`src/rtl/bias_accum_pkg.sv`:
```
// Shared constants, FSM state type and saturation helper for the bias/accumulate/ReLU stage.
package bias_accum_pkg;

  localparam int unsigned DATA_W = 18;
  localparam logic [DATA_W-1:0] SAT_MAX = 18'h1FFFF;
  localparam logic [DATA_W-1:0] SAT_MIN = 18'h20000;

  typedef enum logic {
    S_ACC = 1'b0,
    S_OUT = 1'b1
  } state_t;

  // Callers sign-extend their wide sum into 64 bits before calling.
  function automatic logic [DATA_W-1:0] sat_to_data(input logic signed [63:0] v);
    logic signed [63:0] hi;
    logic signed [63:0] lo;
    hi = 64'sd131071;
    lo = -64'sd131072;
    if (v > hi)
      return SAT_MAX;
    else if (v < lo)
      return SAT_MIN;
    else
      return v[DATA_W-1:0];
  endfunction

endpackage

```
`src/rtl/bias_sat_relu.sv`:
```
// One lane: adds accumulator, final partial sum and bias, saturates to DATA_W, optional ReLU.
module bias_sat_relu
  import bias_accum_pkg::*;
#(
  parameter int ACC_W = 21
) (
  input  logic signed [ACC_W-1:0]  acc,
  input  logic signed [DATA_W-1:0] psum,
  input  logic signed [DATA_W-1:0] bias,
  input  logic                     relu_en,
  output logic        [DATA_W-1:0] res
);

  logic signed [ACC_W:0]    sum;
  logic        [DATA_W-1:0] sat;

  always_comb begin
    sum = (ACC_W+1)'(acc) + (ACC_W+1)'(psum) + (ACC_W+1)'(bias);
    sat = sat_to_data(64'(sum));
    res = (relu_en && sat[DATA_W-1]) ? '0 : sat;
  end

endmodule

```
`src/rtl/bias_accum_relu.sv`:
```
// Per-lane partial-sum accumulator over N_PASS beats; final beat adds bias, saturates,
// applies ReLU and holds one registered output word until the downstream handshake.
module bias_accum_relu
  import bias_accum_pkg::*;
#(
  parameter int N_adder_tree = 16,
  parameter int N_PASS       = 4,
  parameter int ACC_W        = DATA_W + $clog2(N_PASS) + 1
) (
  input  logic                           clk,
  input  logic                           rst,
  input  logic [N_adder_tree*DATA_W-1:0] bias_i,
  input  logic [N_adder_tree*DATA_W-1:0] psum_i,
  input  logic                           in_valid,
  output logic                           in_ready,
  input  logic                           relu_en,
  output logic [N_adder_tree*DATA_W-1:0] out_data,
  output logic                           out_valid,
  input  logic                           out_ready,
  output logic [15:0]                    tile_cnt
);

  localparam int PCW = (N_PASS > 1) ? $clog2(N_PASS) : 1;

  if (ACC_W < DATA_W + $clog2(N_PASS) + 1) begin : g_acc_w_check
    $error("ACC_W too small for N_PASS accumulation");
  end
  if (N_PASS < 1) begin : g_npass_check
    $error("N_PASS must be at least 1");
  end

  state_t state_q, state_d;
  logic [PCW-1:0] pass_cnt;
  logic signed [ACC_W-1:0] acc [N_adder_tree];
  logic [DATA_W-1:0] lane_res [N_adder_tree];
  logic beat, last_beat, handshake;

  always_comb begin
    state_d   = state_q;
    in_ready  = (state_q == S_ACC);
    beat      = in_valid && in_ready;
    last_beat = beat && (pass_cnt == PCW'(N_PASS - 1));
    handshake = (state_q == S_OUT) && out_ready;
    if (last_beat)
      state_d = S_OUT;
    else if (handshake)
      state_d = S_ACC;
  end

  assign out_valid = (state_q == S_OUT);

  for (genvar g = 0; g < N_adder_tree; g++) begin : g_lane
    logic signed [ACC_W-1:0] acc_in;
    // A final beat with pass_cnt==0 only occurs when N_PASS==1; the stale acc must not leak in.
    assign acc_in = (N_PASS > 1) ? acc[g] : '0;
    bias_sat_relu #(.ACC_W(ACC_W)) u_lane (
      .acc     (acc_in),
      .psum    (psum_i[g*DATA_W +: DATA_W]),
      .bias    (bias_i[g*DATA_W +: DATA_W]),
      .relu_en (relu_en),
      .res     (lane_res[g])
    );
  end

  always_ff @(posedge clk) begin
    if (rst) begin
      state_q  <= S_ACC;
      pass_cnt <= '0;
      out_data <= '0;
      tile_cnt <= '0;
      for (int unsigned i = 0; i < N_adder_tree; i++)
        acc[i] <= '0;
    end else begin
      state_q <= state_d;
      if (beat) begin
        pass_cnt <= last_beat ? '0 : pass_cnt + 1'b1;
        for (int unsigned i = 0; i < N_adder_tree; i++) begin
          if (pass_cnt == '0)
            acc[i] <= ACC_W'($signed(psum_i[i*DATA_W +: DATA_W]));
          else
            acc[i] <= acc[i] + ACC_W'($signed(psum_i[i*DATA_W +: DATA_W]));
        end
      end
      if (last_beat) begin
        for (int unsigned i = 0; i < N_adder_tree; i++)
          out_data[i*DATA_W +: DATA_W] <= lane_res[i];
      end
      if (handshake)
        tile_cnt <= tile_cnt + 16'd1;
    end
  end

endmodule

```
`config.mk`:
```
export PLATFORM = sky130hd
export DESIGN_NAME = bias_accum_relu
export DESIGN_NICKNAME = d
export VERILOG_FILES = /design/src/rtl/bias_accum_pkg.sv /design/src/rtl/bias_sat_relu.sv /design/src/rtl/bias_accum_relu.sv
export SDC_FILE = /design/constraint.sdc
export NUM_CORES = 2
export LEC_CHECK = 0
export BUFFER_PORTS_ARGS = -buffer_cell sky130_fd_sc_hd__buf_2
export CORE_MARGIN = 2
export CORE_UTILIZATION = 38
export DETAILED_ROUTE_END_ITERATION = 7
export PLACE_DENSITY_LB_ADDON = 0.12
export RECOVER_POWER = 100
export SLEW_MARGIN = 10
export SYNTH_ARGS = -nofsm -noshare
export SYNTH_HDL_FRONTEND = slang
export SYNTH_SLANG_ARGS = --single-unit
```
`constraint.sdc`:
```
create_clock -name clk -period 13.4 [get_ports clk]
set_input_delay 2.68 -clock clk [delete_from_list [all_inputs] [get_ports clk]]
set_output_delay 2.68 -clock clk [all_outputs]
set_load 0.01 [all_outputs]
```
==> flow_summary.toml <==
[outcome]
status = "finished with violations"
violations = "max-capacitance violations, max-slew violations"

[critical_path]
critPathSlowestCell = "nand2b_1"
worst-setup-path-type = "input port to flip-flop"
path_max_fanout = 75
rrSetupSlack_ns = 7.11
slowest_delay_ns = 2.08
r2r-start = "acc[0][149]"
required_ns = 13.69
reg2reg_depth = 12
r2r-end = "out_data[128]"
crit_chain = "clkbuf_1 > inv_4 > and2_0 > clkbuf_1 > nand2b_1 > buf_4 > buf_4 > a211oi_1 > a31oi_1 > o211ai_1 > xnor2_1 > nor2_1"
critPathCaptureType = "flip-flop"
worstSetupStartpointType = "input port"
cp.arrival_ns = 9.58

[sta]
worst_slack_ns = 4.12
rsz0062_at_grt = "no"
setup_violations = 0
fin_setup_tns_ns = 0
slew_violations = 346
fin_skew_ns = 0.0438
layout_min_cycle_time_ns = 9.28
worstMarginPinSlew_ns = 4.18
relSlewSlack_pct = -179
fin_crit_sh_pct = 69.3
max_freq_ghz = 0.108
hold_viol = 0

[cells_and_area]
final_util_pct = 44.3
nets = 9116
design_area_sq_um = 71100
drive_above_1_share_pct = 11.0
area_growth_pct = 15.6

[clock_network]
cts_sinks = 643
cts-root-buf = "clkbuf_16"
cts-buffers-inserted = 91
cts_max_level = 3
clockBufferDepth = 3
postCtsResizedCells = 0
clk_pin_slew_ns = 0.06
insertion_delay_ns = 0.72
cts_tree = "done"
cts.hold.buffers_added = 0
post_cts_buffers = 0

[routing]
final_antenna_net_count = 0
firstDrtPassIters = 6
dr_total_vias = 54560
vias_per_cell = 5.56
wl_per_cell_um = 22.2
drt_iter0_drc = 3672
drt_wl_total_um = 218000
drc = 0

[floorplan]
die_h_um = 406
num_rows = 147
initial_core_util_pct = 38.3
coreArea_sq_um = 161000
ios = 887
die_area_sq_um = 165000
die_w_um = 406

[logic_synthesis]
synthDistinctLibCells = 88
synth-seq-area-share_pct = 26.4
syn-instance-count = 6695
synthArstFlopShare_pct = 0
ys_ff_latch = 643
synthesis.nets = 8287
yosys_warnings = 0
synthFlopType = "edfxtp_1"
syn_area_sq_um = 61500
syn_avg_cell_area_sq_um = 9.18
synth_enable_flop_cells = 336

[placed_design]
place_area_sq_um = 68300
dp_slack_ns = 6.00
place_congestion = 0.899
hpwl_um = 172000
port_buffers = 886

[hold_path]
whs_path_depth = 2
holdCritPathClass = "flip-flop to flip-flop"
hp-start = "out_data[239]"
hold_end = "out_data[239]"

[global_route]
busiest_layer = "met2"
antenna_found_initial = 142
grt_first_pass_wirelength_um = 324000
gr-usage-met1_pct = 33.0
met3_usage_pct = 7.61
grt_remaining_overflow = 0
met2_usage_pct = 41.2
track_usage_pct = 25.7
grt_max_degree = 176
grt_pass1_vias = 52997

[job]
cap_violations = 9

[pwr]
p_leak_nw = 30.8
ir_drop_uv = 87.8
power_density_nw_per_um2 = 131
p_total_w = 0.00929
==> state kept, by name, summed over array words and instances (netlist names) <==
register   count
acc          336
out_data     288
tile_cnt      16
pass_cnt       2
out_valid      1
==> worst max-delay path, delay by kind of cell <==
kind,cells,cell delay (ns)
xor gates and xnor gates,1,0.15
buffers and inverters,5,3.82
and+or+nand+nor,3,2.45
AOI/OAI and AO/OA,3,0.40
==> logic make-up after synthesis <==
group           after synthesis  share of synthesized area (%)
compound gates             2083                           22.6
xor+xnor                    539                           7.68
fa+ha+maj                  1011                           25.1
buf+inv                     463                           2.88
flops                       643                           26.4
mux                          53                          0.863
simple gates               1903                           14.5
==> synth_stat cells (31+ instances only) <==
cell,number,area share (%)
a31oi_1,61,0.62
xor2_1,217,3.1
nor3_1,153,1.2
nor2_1,631,3.9
mux2i_1,53,0.86
a211oi_1,67,0.82
nand3_1,214,1.7
a21oi_1,566,4.6
xnor2_1,322,4.6
a221o_1,151,2.5
clkbuf_1,168,1.0
nand2_1,441,2.7
o21ai_0,449,3.7
inv_1,270,1.6
o211ai_1,44,0.54
a211o_1,31,0.44
dfxtp_1,307,10
nand2b_1,83,0.84
edfxtp_1,336,16
o31ai_1,48,0.59
o21bai_1,58,0.71
and2_1,35,0.36
ha_1,643,13
and3_1,58,0.59
o21a_1,109,1.3
nor2b_1,93,0.95
fa_1,368,12
a21o_1,195,2.4
or3_1,50,0.51
==> stage by stage <==
step / std cells / hold WS (ns)
finish: 9821 / 0.440
global route: 9801 / 0.473
CTS: 9762 / 0.439
detailed placement: 9591 / 0.432
global placement: 9591 / 0.424
floorplan: 6695 / 0.463
==> final cells by class <==
type	count	area, sq um
Sequential cell	643	16200
Tap cell	2160	2700
Antenna cell	59	148
Timing Repair Buffer	929	4340
Fill cell	16041	89500
Clock inverter	55	488
Multi-Input combinational cell	5589	43500
Clock buffer	116	2660
Inverter	270	1020
==> how the worst max path moves through the flow <==
| stage | start | cells after the start | end | slack (ns) |
|---|---|---|---|---|
| floorplan | rst | 3 | acc[0][0] | 3.19 |
| global placement | psum_i[199] | 17 | out_data[202] | 6.00 |
| detailed placement | psum_i[199] | 17 | out_data[202] | 6.00 |
| CTS | psum_i[199] | 17 | out_data[210] | 6.78 |
| global route | rst | 12 | acc[1][83] | 3.51 |
| finish | rst | 12 | acc[1][83] | 4.12 |
==> placed cells by master, fill, tap and decap left out, drive strengths merged, types with 23 or more instances in the layout <==
| cell | count |
|---|---|
| a31o | 23 |
| nand4 | 30 |
| o31a | 27 |
| diode | 59 |
| or2 | 24 |
| buf | 594 |
| o21bai | 58 |
| inv | 282 |
| a221o | 151 |
| fa | 368 |
| clkbuf | 451 |
| a211oi | 67 |
| a211o | 31 |
| a21oi | 567 |
| a31oi | 61 |
| o21a | 109 |
| nand2b | 83 |
| a22oi | 23 |
| xor2 | 217 |
| nand3 | 214 |
| a21o | 195 |
| o21ai | 452 |
| dfxtp | 307 |
| o211ai | 44 |
| nand2 | 441 |
| nor2 | 631 |
| or3 | 51 |
| ha | 643 |
| mux2i | 53 |
| edfxtp | 336 |
| o31ai | 48 |
| and3 | 59 |
| nor3 | 153 |
| clkinv | 29 |
| and2 | 37 |
| nor2b | 93 |
| xnor2 | 322 |
==> where the power goes <==
part | internal, W | switching [W]
Combinational | 0.00182 | 0.00255
Sequential | 0.00223 | 0.000109
Clock | 0.00151 | 0.00108
Total | 0.00555 | 0.00374
==> layer usage <==
layer  share of wire [%]  vias to the layer above
li1                    -                    26487
met1                  43                    26132
met2                  45                     1457
met3                 7.6                      396
met4                 3.2                       88
met5                0.27                        -
No activity file was read; power rests on OpenSTA's default activity.
